==> config.mk <==
export PLATFORM = sky130hd
export DESIGN_NAME = mac_seq_unit
export DESIGN_NICKNAME = d
export VERILOG_FILES = /design/src/rtl/mac_seq_unit.sv
export SDC_FILE = /design/constraint.sdc
export NUM_CORES = 1
export LEC_CHECK = 0
export CORE_ASPECT_RATIO = 0.7
export CORE_MARGIN = 4
export CORE_UTILIZATION = 45
export CTS_CLUSTER_SIZE = 24
export DETAILED_ROUTE_END_ITERATION = 6
export MAX_ROUTING_LAYER = met4
export PLACE_DENSITY = 0.78
export SLEW_MARGIN = 20
export SYNTH_ARGS = -nofsm -noshare
export SYNTH_HDL_FRONTEND = slang
export SYNTH_SLANG_ARGS = --single-unit
==> constraint.sdc <==
create_clock -name clk -period 3.4 [get_ports clk]
set_clock_uncertainty 0.15 [all_clocks]
set_input_delay 1.02 -clock clk [delete_from_list [all_inputs] [get_ports clk]]
set_output_delay 1.02 -clock clk [all_outputs]
set_load 0.1 [all_outputs]
==> src/rtl/mac_seq_unit.sv <==
// Sequential 8x8 unsigned shift-add multiply-accumulate unit with a sticky overflow flag.
// It also drives the load/shift/hold select code for the downstream 3-to-1 operand mux.
module mac_seq_unit #(
   parameter int WIDTH = 8,
   parameter int ACC_W = 20
) (
   input  logic             clk,
   input  logic             rst_n,
   input  logic             start,
   input  logic             clear,
   input  logic [WIDTH-1:0] a,
   input  logic [WIDTH-1:0] b,
   output logic             busy,
   output logic             done,
   output logic [ACC_W-1:0] acc,
   output logic             ovf,
   output logic [1:0]       op_sel,
   output logic [2:0]       dbg_state
);

   localparam int SUM_W = ACC_W + 1;

   localparam logic [1:0] SEL_LOAD  = 2'b00;
   localparam logic [1:0] SEL_SHIFT = 2'b01;
   localparam logic [1:0] SEL_HOLD  = 2'b10;

   typedef enum logic [2:0] {
      S_IDLE  = 3'd0,
      S_LOAD  = 3'd1,
      S_MULT  = 3'd2,
      S_ACCUM = 3'd3,
      S_DONE  = 3'd4
   } state_t;

   state_t             state_q;
   logic [2*WIDTH-1:0] mcand_q;
   logic [2*WIDTH-1:0] prod_q;
   logic [WIDTH-1:0]   mpr_q;
   logic [2:0]         cnt_q;
   logic [ACC_W-1:0]   acc_q;
   logic               ovf_q;
   logic               busy_q;
   logic               done_q;
   logic [1:0]         op_sel_q;
   logic [SUM_W-1:0]   acc_sum_d;

   // Handshake: start and clear are level requests sampled only in IDLE; busy high means
   // the unit is not ready and both are dropped, done pulses once when acc holds the new sum.
   always_comb begin
      acc_sum_d = {1'b0, acc_q} + SUM_W'(prod_q);
   end

   // Outputs are registered from the state being entered, so they behave as Moore outputs.
   always_ff @(posedge clk or negedge rst_n) begin
      if (!rst_n) begin
         state_q  <= S_IDLE;
         mcand_q  <= '0;
         prod_q   <= '0;
         mpr_q    <= '0;
         cnt_q    <= '0;
         acc_q    <= '0;
         ovf_q    <= 1'b0;
         busy_q   <= 1'b0;
         done_q   <= 1'b0;
         op_sel_q <= SEL_HOLD;
      end else begin
         case (state_q)
            S_IDLE: begin
               if (clear) begin
                  acc_q <= '0;
                  ovf_q <= 1'b0;
               end else if (start) begin
                  state_q  <= S_LOAD;
                  busy_q   <= 1'b1;
                  op_sel_q <= SEL_LOAD;
               end
            end
            S_LOAD: begin
               mcand_q  <= {{WIDTH{1'b0}}, a};
               mpr_q    <= b;
               prod_q   <= '0;
               cnt_q    <= '0;
               state_q  <= S_MULT;
               op_sel_q <= SEL_SHIFT;
            end
            S_MULT: begin
               // Always 8 iterations, even for zero operands, so latency is fixed.
               if (mpr_q[0]) begin
                  prod_q <= prod_q + mcand_q;
               end
               mcand_q <= mcand_q << 1;
               mpr_q   <= mpr_q >> 1;
               cnt_q   <= cnt_q + 3'd1;
               if (cnt_q == 3'd7) begin
                  state_q  <= S_ACCUM;
                  op_sel_q <= SEL_HOLD;
               end
            end
            S_ACCUM: begin
               acc_q   <= acc_sum_d[ACC_W-1:0];
               ovf_q   <= ovf_q | acc_sum_d[ACC_W];
               state_q <= S_DONE;
               done_q  <= 1'b1;
            end
            S_DONE: begin
               state_q <= S_IDLE;
               done_q  <= 1'b0;
               busy_q  <= 1'b0;
            end
            default: begin
               state_q  <= S_IDLE;
               busy_q   <= 1'b0;
               done_q   <= 1'b0;
               op_sel_q <= SEL_HOLD;
            end
         endcase
      end
   end

   assign busy      = busy_q;
   assign done      = done_q;
   assign acc       = acc_q;
   assign ovf       = ovf_q;
   assign op_sel    = op_sel_q;
   assign dbg_state = state_q;

endmodule
### Word level (Yosys, flattened, before mapping)

Cells that the tools add are included.

* register bits after elaboration: 71
* output and inout bits: 28

* add/sub/neg operators: 3
* bitwise logic cells: 3
* equal/unequal tests: 10
* mux-type cells: 21
* reductions and logical operators: 11

Operator list (number)
* one-hot mux 16 bit (2 select lines): 2
* one-hot mux 20 bit (2 select lines): 1
* adder 20 x 16 -> 21 bit: 1
* two-way mux 20 bit: 1
* adder 16 bit: 1
* two-way mux 16 bit: 1
* one-hot mux 8 bit (2 select lines): 1
* one-hot mux 3 bit (4 select lines): 1
* inequality test 2 bit, second input constant: 5
* two-way mux 3 bit: 3
* one-hot mux 2 bit (4 select lines): 1
* equality test 3 x 2 -> 1 bit, second input constant: 2
* equality test 3 bit, second input constant: 2
* two-way mux 2 bit: 3
* one-hot mux 1 bit (2 select lines): 3
* one-hot mux 3 bit (2 select lines): 1
* AND reduction 3 bit: 2
* OR reduction 3 bit: 2
* AND reduction 2 bit: 2
* AND reduction 4 bit: 1
* nonzero test 2 bit: 2
* adder 3 x 1 -> 3 bit, second input constant: 1
* equality test 3 x 1 -> 1 bit, second input constant: 1
* logical NOT 3 bit: 1
* other kinds (4): 7

### Longest topological paths before layout

Gate-level depths: netlist of the first run.

* depth after elaboration: 4
* depth in mapped cells: 9
* depth with buffers taken out: 9

### Least setup slack after synthesis of the first run

OpenSTA, ideal clock, no wires.

* kind: register to register
* start: reg acc_q[0], in the netlist acc[0]
* end: reg acc_q[18], in the netlist acc[18]
* clock period less this slack: 3.002 ns
* setup slack: 0.398 ns
* path buffers: 0
* data arrival time: 2.680 ns
* stages on the path, launching flop included: 10
* setup time: 0.171 ns
* path through: dfrtp_1 ha_1 fa_1 a211o_1 a21oi_1 o21bai_1 a21o_1 a21boi_1 nor2b_1 mux2i_1

* word-level cells in the longest chain between the ends: 2

RTL lines
* start: declaration: line 40 `logic [ACC_W-1:0] acc_q;`
* start signal: assignment: line 100 `acc_q <= acc_sum_d[ACC_W-1:0];`
* adder 20 x 16 -> 21 bit: line 50 `acc_sum_d = {1'b0, acc_q} + SUM_W'(prod_q);`
* one-hot mux 20 bit (2 select lines): line 67 `case (state_q)`

No other way between the ends.
A chain may end at the register's enable or synchronous reset.

### Final worst setup path of the first run

* start: reg mcand_q[0]
* end: reg prod_q[14]

* word-level cells in the longest chain between the ends: 3

RTL lines
* start: declaration: line 36 `logic [2*WIDTH-1:0] mcand_q;`
* start signal: assignment: line 79 `mcand_q <= {{WIDTH{1'b0}}, a};`
* start signal: assignment: line 91 `mcand_q <= mcand_q << 1;`
* adder 16 bit: line 89 `prod_q <= prod_q + mcand_q;`
* two-way mux 16 bit: line 88 `if (mpr_q[0]) begin`
* one-hot mux 16 bit (2 select lines): line 67
* end signal: assignment: line 89
* end: declaration: line 37 `logic [2*WIDTH-1:0] prod_q;`

No other way between the ends. The select of a mux whose other input is x is not followed.

==> metrics.log, run 1 <==
INFO  metric result_of_the_run = finished clean
INFO  metric initial_utilization = 46.93%
INFO  metric postRouteAntennaNets = 0
INFO  metric post-synth-top-area-fraction = 40.50%
INFO  metric num_antenna_cells = 0
INFO  metric postSynthRegisterBits = between 70 and 80
INFO  metric crit_path_cell_trace = ha_1 -> fa_1 -> a211oi_1 -> nor2_1 -> o31ai_1 -> o221ai_1 -> a31oi_1 -> xor2_1 -> o21ai_0
INFO  metric final.setup.worst_slack = 0.4245 ns
INFO  metric final_hold_viol_count = 0
INFO  metric drt_drc_violations_left = 0
INFO  metric power_frac_comb = 50.4%
INFO  metric number_of_global_route_vias_before_repair = 3,677
INFO  metric final_max_slew_viol_count = 0
INFO  metric power.net_switching = roughly 0.0025 W
INFO  metric cts.reportedPaths.clkPinSlew = around 0.060 ns
INFO  metric endpoint_kind = flip-flop
INFO  metric netlist_area = 4325 um2
INFO  metric tightest_slew = roughly 0.70 ns
INFO  metric worst-setup-path-type = flip-flop to flip-flop
INFO  metric floorplan.die.height = around 90 um
INFO  metric worstPathMaxFanout = 4
INFO  metric synth_most_common_cell = nand2_1
INFO  metric timing.final.setup_violations = 0
INFO  metric cts_setup_buffers = 0
INFO  metric half_perimeter_wire_length_after_placement = 7212 um
INFO  metric cts_num_sinks = 71
INFO  metric num-nets-final = approximately 570
INFO  metric crit_slowest_cell = o31ai_1
INFO  metric globalRouteOverflowTotal = 0
INFO  metric nFillCells = around 800
INFO  metric synth-warning-count = 0
INFO  metric routed_wirelength = 10,230 um
INFO  metric synth_top_area_cell = dfrtp_1
INFO  metric drt_first_pass_iters = 5
INFO  metric cts.hold.buffers_added = 0
INFO  metric cellLeakagePower = ~2.5 nW
INFO  metric synthArstFlopShare = 100.0%
INFO  metric worstSetupStartpointType = flip-flop
INFO  metric total_routing_usage_gr = 19.59%
INFO  metric post_synth_inst_count = 475
INFO  metric pin_count_of_the_biggest_net_entering_global_routing = 72
INFO  metric fin_tns_setup = 0 ns
INFO  metric core.rowCount = 29
INFO  metric synth.top_cells.by_area = dfrtp_1 (40%), ha_1 (9.5%), o21ai_0 (6.5%)
INFO  metric post_cts_resize_count = 0
INFO  metric worstPathBufferInverterCount = 0
INFO  metric io_pins = 48
INFO  metric critical-path-top-delay-family = compound AO/OA/AOI/OAI gates
INFO  metric post_syn_area_per_cell = slightly above 9 um2
INFO  metric fp.dieArea = 11,270 um2
INFO  metric synth_sequential_area_ratio = 41.11%
INFO  metric slew-limit-headroom = 53.45%
INFO  metric port_buffers = 47
INFO  metric layout_worst_path_cycle_share = 87.51%
INFO  metric detailedPlace.worstSlack = roughly 0.49 ns
INFO  metric die_w = 125.2 um
INFO  metric initial_antenna_violation_count = 0
INFO  metric place_congestion = between 0.9 and 1
INFO  metric number_of_unique_standard_cell_types_used_by_synthesis = 45
INFO  metric max-cap-violations = 0
INFO  metric post-route-min-period = 2.975 ns
INFO  metric synth.net_count = between 500 and 600
INFO  metric cp.arrival = 3.03 ns
INFO  metric dominantRegCellSynth = dfrtp_1
INFO  metric netlist_top_cells_count = nand2_1 (72), dfrtp_1 (70), o21ai_0 (56)
INFO  metric drt_iter0_markers = 299
INFO  metric slowest_delay = 0.46 ns
INFO  metric ir_drop = 0.3629 mV
INFO  metric grt_pass1_wl = between 15,000 and 20,000 um
INFO  metric power.density_cell_area = 1010 nW/um2
INFO  metric cts_tree = done
INFO  metric route.detailed.vias_per_inst = 5.584
INFO  metric drt-wirelength-per-cell = 15.84 um
INFO  metric clkPwrFrac = 22.4%
INFO  metric unrepaired_setup_endpoints_after_global_routing = no
INFO  metric crit_required = 3.45 ns
INFO  metric floorplan.core_area = 9216 um2
INFO  metric share_of_final_layout_standard_cells_stronger_than_drive_strength_1 = 11.30%
INFO  metric power.internal = 0.002817 W
INFO  metric clk-insertion-delay-late = around 0.33 ns
INFO  metric clock_path_buffers = 2
INFO  metric p_seq_share = 27.2%
INFO  metric detailroute.via_count = 3,607
INFO  metric clockRootBuffer = clkbuf_16
INFO  metric power_switching_share = 46.75%
INFO  metric area_growth = 21.09%
INFO  metric holdCritPathClass = flip-flop to flip-flop
INFO  metric synth-edff-count = 0
INFO  metric htree_levels = 3
INFO  metric max_clock_freq = 336.1 MHz
INFO  metric cts_inserted_buffers = 9
[placed cells by master (no fill, tap or decap), drive strengths merged, types with 3 or more instances in the layout]
| cell type | netlist | routed |
|---|---|---|
| a211oi | 6 | 6 |
| nand4 | 4 | 4 |
| nor2b | 11 | 11 |
| nand2b | 3 | 3 |
| nor3 | 3 | 3 |
| and3 | 4 | 4 |
| clkbuf | 23 | 11 |
| o21bai | 5 | 5 |
| dfrtp | 70 | 70 |
| ha | 33 | 33 |
| bufinv | 0 | 4 |
| clkdlybuf4s50 | 0 | 18 |
| o21a | 4 | 4 |
| o21ai | 57 | 57 |
| a21oi | 40 | 40 |
| buf | 1 | 37 |
| nand3 | 4 | 4 |
| inv | 7 | 7 |
| mux2i | 10 | 10 |
| o31ai | 6 | 6 |
| nand2 | 72 | 72 |
| o211ai | 3 | 3 |
| a22o | 20 | 20 |
| nor2 | 27 | 27 |
| a21o | 13 | 13 |
| xnor2 | 15 | 15 |
| xor2 | 9 | 9 |
| a31oi | 3 | 3 |
[stage by stage]
stage | instance area (um2) | util, % | hold slack (ns) | power (W) | instances
CTS | 5238 | 56.83 | 0.3373 | 0.005307 | 646
floorplan | 4325 | - | 0.2961 | 0.003472 | 475
finish | 5238 | 56.83 | 0.3323 | 0.005291 | 646
global placement | 4857 | 52.70 | 0.3129 | 0.004001 | 630
global route | 5238 | 56.83 | 0.3692 | 0.005658 | 646
detailed placement | 4857 | 52.70 | 0.3233 | 0.004082 | 630
[power groups by stage]
stage | registers (W) | clock network [W] | logic (W)
5_1_grt | 0.00148 | 0.00125 | 0.00293
3_3_place_gp | 0.00143 | 0 | 0.00257
6_report | 0.00144 | 0.00119 | 0.00267
3_5_place_dp | 0.00144 | 0 | 0.00264
4_1_cts | 0.00144 | 0.00120 | 0.00267
2_1_floorplan | 0.00205 | 0 | 0.00142
[cells by family (layout without fill, tap and decap cells)]
kind of cell / after synthesis / count (layout) / share of synthesized area, %
flops: 71 / 71 / 41.11
mux: 10 / 10 / 2.314
buf+inv: 31 / 78 / 2.719
compound gates: 169 / 169 / 24.88
fa+ha+maj: 35 / 35 / 10.47
simple gates: 135 / 135 / 13.65
xor+xnor: 24 / 24 / 4.860
[path summary, 6_finish.rpt]
| path | startpoint | endpoint | slack, ns | cells after the start |
|---|---|---|---|---|
| setup / recovery | mcand_q[0]$_DFFE_PN0P_ | prod_q[14]$_DFFE_PN0P_ | 0.42 | 9 |
| hold / removal | mpr_q[2]$_DFFE_PN0P_ | mpr_q[2]$_DFFE_PN0P_ | 0.33 | 2 |
| setup reg to reg | mcand_q[0]$_DFFE_PN0P_ | prod_q[14]$_DFFE_PN0P_ | 0.42 | 9 |
| hold reg to reg | mpr_q[2]$_DFFE_PN0P_ | mpr_q[2]$_DFFE_PN0P_ | 0.33 | 2 |
| max in group asynchronous | rst_n | cnt_q[0]$_DFFE_PN0P_ | 2.22 | 2 |
| min in group asynchronous | rst_n | mpr_q[6]$_DFFE_PN0P_ | 0.55 | 2 |
[sequential cells by signal, summed over array words and instances (netlist names)]
name and count:
ovf 1, acc 20, mpr_q 8, done 1
mcand_q 16, cnt_q 3, prod_q 16, busy 1
dbg_state 3, op_sel 2
[per-layer routing]
layer	track usage, %	vias up	routed length (um)
li1	-	1801	-
met2	29.61	73	4702
met4	5.866	0	129
met5	-	-	0
met3	4.799	14	391
met1	26.27	1719	5009
[area by class of cell]
| cell class | count | area (um2) | share of cell area [%] |
|---|---|---|---|
| Clock buffer | 11 | 252.7 | 4.826 |
| Clock inverter | 5 | 127.6 | 2.437 |
| Inverter | 7 | 26.28 | 0.5017 |
| Multi-Input combinational cell | 373 | 2430 | 46.39 |
| Sequential cell | 71 | 1778 | 33.95 |
| Tap cell | 124 | 155.1 | 2.962 |
| Timing Repair Buffer | 55 | 467.9 | 8.935 |
[tightest hold or removal path: stages (launching register included)]
cell and delay, ns:
dfrtp_1 0.34, nand2_1 0.05, o21ai_0 0.06
Note: power is estimated with default switching activity, not from simulation.
==> run 2: changes to the inputs <==
- CORE_MARGIN: 4 -> unset
- HOLD_SLACK_MARGIN: unset -> 0.08
- SKIP_CTS_REPAIR_TIMING: unset -> 1
==> run 2 against run 1 <==
- worst hold slack worse by 0.0099 ns
- core utilization shrank 0.29 points
- sequential share of layout area up 0.31 points
- largest cell class unchanged
==> metrics.log, run 2 (synthesis gave the netlist of run 1 again) <==
INFO  metric globalRouteMet2Util = 33.46% (was 29.61%)
INFO  metric drt-wirelength-per-cell = 15.20 um (was 15.84 um)
INFO  metric hold_slack = 0.3224 ns (was 0.3323 ns)
INFO  metric cellLeakagePower = 2.513 nW (was 2.538 nW)
INFO  metric floorplan.die.height = 84.03 um (was 90.03 um)
INFO  metric power.net_switching = 0.002456 W (was 0.002474 W)
INFO  metric final_hold_viol_count = 0 (unchanged)
INFO  metric worstSetupStartpointType = flip-flop (unchanged)
INFO  metric power_switching_share = 47.96% (was 46.75%)
INFO  metric final_max_slew_viol_count = 0 (unchanged)
INFO  metric max_clock_freq = 350.1 MHz (was 336.1 MHz)
INFO  metric place_congestion = 0.8990 (was 0.9237)
INFO  metric endpoint_kind = flip-flop (unchanged)
INFO  metric clock_path_buffers = 2 (unchanged)
INFO  metric cts_num_sinks = 71 (unchanged)
INFO  metric num-nets-final = 572 (unchanged)
INFO  metric cp.arrival = 2.91 ns (was 3.03 ns)
INFO  metric timing.final.setup_violations = 0 (unchanged)
INFO  metric num_antenna_cells = 0 (unchanged)
INFO  metric clkPwrFrac = 20.3% (was 22.4%)
INFO  metric routed_wirelength = 9817 um (was 10,230 um)
INFO  metric result_of_the_run = finished clean (unchanged)
INFO  metric most_common_cell_after_layout_fill_and_taps_aside = nand2_1 (unchanged)
INFO  metric max-cap-violations = 0 (unchanged)
INFO  metric cts.reportedPaths.clkPinSlew = 0.06 ns (about the same)
INFO  metric initial_utilization = 47.12% (was 46.93%)
INFO  metric most_frequent_cells_in_the_layout = nand2_1 (72), dfrtp_1 (70), o21ai_0 (56) (unchanged)
INFO  metric power.density_cell_area = 986.6 nW/um2 (was 1010 nW/um2)
INFO  metric total_routing_usage_gr = 22.08% (was 19.59%)
INFO  metric core.rowCount = 29 (unchanged)
INFO  metric io_pins = 48 (unchanged)
INFO  metric tightest_slew = 0.6687 ns (was 0.6983 ns)
INFO  metric port_buffers = 47 (unchanged)
INFO  metric htree_levels = 3 (unchanged)
INFO  metric largest_reg_flops = 20 (unchanged)
INFO  metric clk-insertion-delay-late = 0.34 ns (was 0.33 ns)
INFO  metric use_met3 = 5.601% (was 4.799%)
INFO  metric globalRouteOverflowTotal = 0 (unchanged)
INFO  metric power_frac_comb = 51.9% (was 50.4%)
INFO  metric power.internal = 0.002665 W (was 0.002817 W)
INFO  metric layout_worst_path_cycle_share = 84.01% (was 87.51%)
INFO  metric drt_iter0_markers = 232 (was 299)
INFO  metric postRouteAntennaNets = 0 (unchanged)
INFO  metric worstPathMaxFanout = 4 (unchanged)
INFO  metric finish.utilization = 56.54% (was 56.83%)
INFO  metric unrepaired_setup_endpoints_after_global_routing = no (unchanged)
INFO  metric share_of_final_layout_standard_cells_stronger_than_drive_strength_1 = 11.30% (unchanged)
INFO  metric cts_inserted_buffers = 9 (unchanged)
INFO  metric grt_busiest_layer = met2 (unchanged)
INFO  metric drt_drc_violations_left = 0 (unchanged)
INFO  metric post-route-min-period = 2.856 ns (was 2.975 ns)
INFO  metric ir_drop = 0.4433 mV (was 0.3629 mV)
INFO  metric initial_antenna_violation_count = 0 (unchanged)
INFO  metric route.detailed.vias_per_inst = 5.591 (was 5.584)
INFO  metric worst-setup-path-type = flip-flop to flip-flop (unchanged)
INFO  metric half_perimeter_wire_length_after_placement = 7192 um (was 7212 um)
INFO  metric pin_count_of_the_biggest_net_entering_global_routing = 45 (was 72)
INFO  metric met1_capacity_usage_during_global_routing = 29.20% (was 26.27%)
INFO  metric cts_tree = done (unchanged)
INFO  metric grt_pass1_wl = 17,060 um (was 17,760 um)
INFO  metric p_seq_share = 27.7% (was 27.2%)
INFO  metric crit_required = 3.45 ns (about the same)
INFO  metric fp.dieArea = 10,010 um2 (was 11,270 um2)
INFO  metric holdCritPathClass = flip-flop to flip-flop (unchanged)
INFO  metric die_w = 119.2 um (was 125.2 um)
INFO  metric clockRootBuffer = clkbuf_16 (unchanged)
INFO  metric detailroute.via_count = 3,612 (was 3,607)
INFO  metric slew-limit-headroom = 55.42% (was 53.45%)
INFO  metric number_of_global_route_vias_before_repair = 3,600 (was 3,677)
INFO  metric floorplan.core_area = 9180 um2 (was 9216 um2)
INFO  metric fin_tns_setup = 0 ns (unchanged)
INFO  metric drt_first_pass_iters = 5 (unchanged)
INFO  metric area_growth = 19.99% (was 21.09%)
[run 2: worst max-delay path: stages (launching register included)]
cell and delay [ns]:
dfrtp_1 0.41, ha_1 0.26, fa_1 0.43, a211oi_1 0.23, nor2_1 0.11, o31ai_1 0.38, o221ai_1 0.26, a31oi_1 0.25
xor2_1 0.15, o21ai_0 0.09
[run 2: final timing paths]
path | from | to | slack, ns | cells after the start
max reg2reg | mcand_q[0]$_DFFE_PN0P_ | prod_q[14]$_DFFE_PN0P_ | 0.54 | 9
min in group asynchronous | rst_n | mpr_q[7]$_DFFE_PN0P_ | 0.55 | 1
max | mcand_q[0]$_DFFE_PN0P_ | prod_q[14]$_DFFE_PN0P_ | 0.54 | 9
min reg2reg | cnt_q[0]$_DFFE_PN0P_ | cnt_q[0]$_DFFE_PN0P_ | 0.32 | 1
min | cnt_q[0]$_DFFE_PN0P_ | cnt_q[0]$_DFFE_PN0P_ | 0.32 | 1
max in group asynchronous | rst_n | acc[14]$_DFFE_PN0P_ | 1.89 | 2
[run 2: metal layers]
metal | part of all wire, % | vias up
met1 | 50 | 1732
li1 | - | 1792
met5 | 0 | -
met3 | 5.0 | 8
met4 | 0.80 | 0
met2 | 45 | 80
[run 2: final cells by class]
type                            instances  area (um2)
Clock inverter                          5       80.08
Multi-Input combinational cell        373        2430
Tap cell                              124       155.1
Fill cell                             794        3990
Inverter                                7       26.28
Timing Repair Buffer                   55       467.9
Clock buffer                           11       252.7
Sequential cell                        71        1778
[run 2: stage by stage]
stage / total power [W] / instance area, um2 / instances / setup WS, ns
6_report: 0.005120 / 5190 / 646 / 0.5438
5_1_grt: 0.005482 / 5190 / 646 / 0.3440
4_1_cts: 0.005149 / 5190 / 646 / 0.5443
3_5_place_dp: 0.004083 / 4857 / 630 / 0.5664
3_3_place_gp: 0.004001 / 4857 / 630 / 0.6395
2_1_floorplan: 0.003472 / 4325 / 475 / 0.3984
[run 2: power by group through the flow]
stage | Clock [W] | Sequential, W | Combinational [W]
after global placement | 0 | 0.00142 | 0.00258
after floorplan | 0 | 0.00205 | 0.00142
after detailed placement | 0 | 0.00143 | 0.00265
after CTS | 0.00106 | 0.00142 | 0.00266
final | 0.00104 | 0.00142 | 0.00266
after global routing | 0.00110 | 0.00147 | 0.00291
==> run 3: changes to the inputs <==
- clock period: 3.4 -> 2.67 ns (I/O delays scaled with it)
==> run 3 against run 2 <==
- die area unchanged
- non-clock buffer count up 18
- fmax increased by 8.6%
- first-iteration DRC count down 7.8%
- count of clock-buffer cells in the layout up 4
- worst hold slack gained 0.0080 ns
- power increased by 29%
- sequential power is 30% higher
==> metrics.log, run 3 (synthesis gave the netlist of run 1 again) <==
INFO  metric result_of_the_run = finished clean (unchanged)
INFO  metric floorplan.core_area = 9180 um2 (unchanged)
INFO  metric hold_slack = 0.3305 ns (was 0.3224 ns)
INFO  metric power.net_switching = 0.003204 W (was 0.002456 W)
INFO  metric detailroute.via_count = 3,732 (was 3,612)
INFO  metric clock_path_buffers = 2 (unchanged)
INFO  metric layout_worst_path_cycle_share = 98.51% (was 84.01%)
INFO  metric post-route-min-period = 2.630 ns (was 2.856 ns)
INFO  metric port_buffers = 47 (unchanged)
INFO  metric ir_drop = 0.4735 mV (was 0.4433 mV)
INFO  metric fin_tns_setup = 0 ns (unchanged)
INFO  metric final_hold_viol_count = 0 (unchanged)
INFO  metric cp.arrival = 2.70 ns (was 2.91 ns)
INFO  metric initial_antenna_violation_count = 0 (unchanged)
INFO  metric most_common_cell_after_layout_fill_and_taps_aside = nand2_1 (unchanged)
INFO  metric clockRootBuffer = clkbuf_16 (unchanged)
INFO  metric half_perimeter_wire_length_after_placement = 7457 um (was 7192 um)
INFO  metric globalRouteOverflowTotal = 0 (unchanged)
INFO  metric num_antenna_cells = 0 (unchanged)
INFO  metric cts.reportedPaths.clkPinSlew = 0.05 ns (was 0.06 ns)
INFO  metric met1_capacity_usage_during_global_routing = 30.76% (was 29.20%)
INFO  metric io_pins = 48 (unchanged)
INFO  metric number_of_global_route_vias_before_repair = 3,683 (was 3,600)
INFO  metric share_of_final_layout_standard_cells_stronger_than_drive_strength_1 = 17.59% (was 11.30%)
INFO  metric use_met3 = 5.601% (unchanged)
INFO  metric worst-setup-path-type = flip-flop to flip-flop (unchanged)
INFO  metric route.detailed.vias_per_inst = 5.620 (was 5.591)
INFO  metric floorplan.die.height = 84.03 um (unchanged)
INFO  metric holdCritPathClass = input pin to async pin (was flip-flop to flip-flop)
INFO  metric grt_busiest_layer = met2 (unchanged)
INFO  metric cellLeakagePower = 2.565 nW (was 2.513 nW)
INFO  metric worstPathMaxFanout = 5 (was 4)
INFO  metric final_max_slew_viol_count = 0 (unchanged)
INFO  metric core.rowCount = 29 (unchanged)
INFO  metric power.density_cell_area = 1224 nW/um2 (was 986.6 nW/um2)
INFO  metric drt_drc_violations_left = 0 (unchanged)
INFO  metric num-nets-final = 590 (was 572)
INFO  metric initial_utilization = 47.12% (unchanged)
INFO  metric slew-limit-headroom = 52.40% (was 55.42%)
INFO  metric power.internal = 0.003385 W (was 0.002665 W)
INFO  metric drt-wirelength-per-cell = 15.74 um (was 15.20 um)
INFO  metric grt_pass1_wl = 17,880 um (was 17,060 um)
INFO  metric cts_inserted_buffers = 9 (unchanged)
INFO  metric htree_levels = 3 (unchanged)
INFO  metric die_w = 119.2 um (unchanged)
INFO  metric area_growth = 24.47% (was 19.99%)
INFO  metric clk-insertion-delay-late = 0.34 ns (about the same)
INFO  metric power_frac_comb = 55.4% (was 51.9%)
INFO  metric drt_first_pass_iters = 4 (was 5)
INFO  metric max_clock_freq = 380.2 MHz (was 350.1 MHz)
INFO  metric cts_num_sinks = 71 (unchanged)
INFO  metric p_seq_share = 28.0% (was 27.7%)
INFO  metric place_congestion = 0.9260 (was 0.8990)
INFO  metric most_frequent_cells_in_the_layout = nand2_1 (72), dfrtp_1 (59), o21ai_0 (56) (was nand2_1 (72), dfrtp_1 (70), o21ai_0 (56))
INFO  metric largest_reg_flops = 20 (unchanged)
INFO  metric endpoint_kind = flip-flop (unchanged)
INFO  metric crit_required = 2.74 ns (was 3.45 ns)
INFO  metric power_switching_share = 48.62% (was 47.96%)
INFO  metric unrepaired_setup_endpoints_after_global_routing = yes (was no)
INFO  metric pin_count_of_the_biggest_net_entering_global_routing = 72 (was 45)
INFO  metric timing.final.setup_violations = 0 (unchanged)
INFO  metric max-cap-violations = 0 (unchanged)
INFO  metric worstSetupStartpointType = flip-flop (unchanged)
INFO  metric fp.dieArea = 10,010 um2 (unchanged)
INFO  metric routed_wirelength = 10,450 um (was 9817 um)
INFO  metric total_routing_usage_gr = 23.42% (was 22.08%)
INFO  metric tightest_slew = 0.7141 ns (was 0.6687 ns)
INFO  metric cts_tree = done (unchanged)
INFO  metric globalRouteMet2Util = 36.05% (was 33.46%)
INFO  metric clkPwrFrac = 16.6% (was 20.3%)
INFO  metric postRouteAntennaNets = 0 (unchanged)
INFO  metric drt_iter0_markers = 214 (was 232)
## run 3: layer usage
layer / wire length, um / part of all wire (%)
met5: 0 / 0
met3: 416 / 4.0
met2: 4855 / 46
met4: 95 / 0.91
met1: 5084 / 49
## run 3: worst paths after layout
| path | from | to | slack (ns) | cells past startpoint |
|---|---|---|---|---|
| min in group clk | mpr_q[1]$_DFFE_PN0P_ | mpr_q[1]$_DFFE_PN0P_ | 0.33 | 2 |
| max in group asynchronous | rst_n | acc[0]$_DFFE_PN0P_ | 1.70 | 2 |
| hold / removal | rst_n | mpr_q[7]$_DFFE_PN0P_ | 0.33 | 2 |
| hold reg to reg | mpr_q[1]$_DFFE_PN0P_ | mpr_q[1]$_DFFE_PN0P_ | 0.33 | 2 |
| setup / recovery | prod_q[1]$_DFFE_PN0P_ | prod_q[15]$_DFFE_PN0P_ | 0.04 | 8 |
| setup reg to reg | prod_q[1]$_DFFE_PN0P_ | prod_q[15]$_DFFE_PN0P_ | 0.04 | 8 |
## run 3: final cells by class
| type | instances | area [um2] |
|---|---|---|
| tap | 124 | 155.1 |
| clock inverter | 1 | 5.005 |
| clock buffer | 15 | 257.7 |
| multi-input combinational | 373 | 2492 |
| fill | 781 | 3796 |
| inverter | 7 | 26.28 |
| sequential | 71 | 1794 |
| timing repair buffer | 73 | 653.1 |
## run 3: critical path, stage by stage, from the launching register on
cell and delay, ns:
dfrtp_2 0.45, ha_1 0.32, a211oi_2 0.23, o21ai_2 0.11, o2111a_1 0.25, o21a_1 0.19
or3_1 0.37, and3_1 0.18, a211o_1 0.26
## run 3: through the flow
stage,total power (W),utilization (%),cells,area [um2],setup slack (ns)
2_1_floorplan,0.004446,-,475,4357,0.01503
3_3_place_gp,0.005324,55.19,647,5066,0.02914
3_5_place_dp,0.005442,55.19,647,5066,-0.04477
4_1_cts,0.006565,58.05,663,5329,-0.07006
5_1_grt,0.007051,58.65,664,5384,-0.03911
6_report,0.006589,58.65,664,5384,0.03987
## run 3: power by group through the flow
| stage | Clock (W) | Sequential, W | Combinational (W) |
|---|---|---|---|
| final | 0.00109 | 0.00185 | 0.00365 |
| after global placement | 0 | 0.00183 | 0.00349 |
| after floorplan | 0 | 0.00264 | 0.00181 |
| after global routing | 0.00117 | 0.00190 | 0.00399 |
| after detailed placement | 0 | 0.00185 | 0.00359 |
| after CTS | 0.00112 | 0.00184 | 0.00361 |
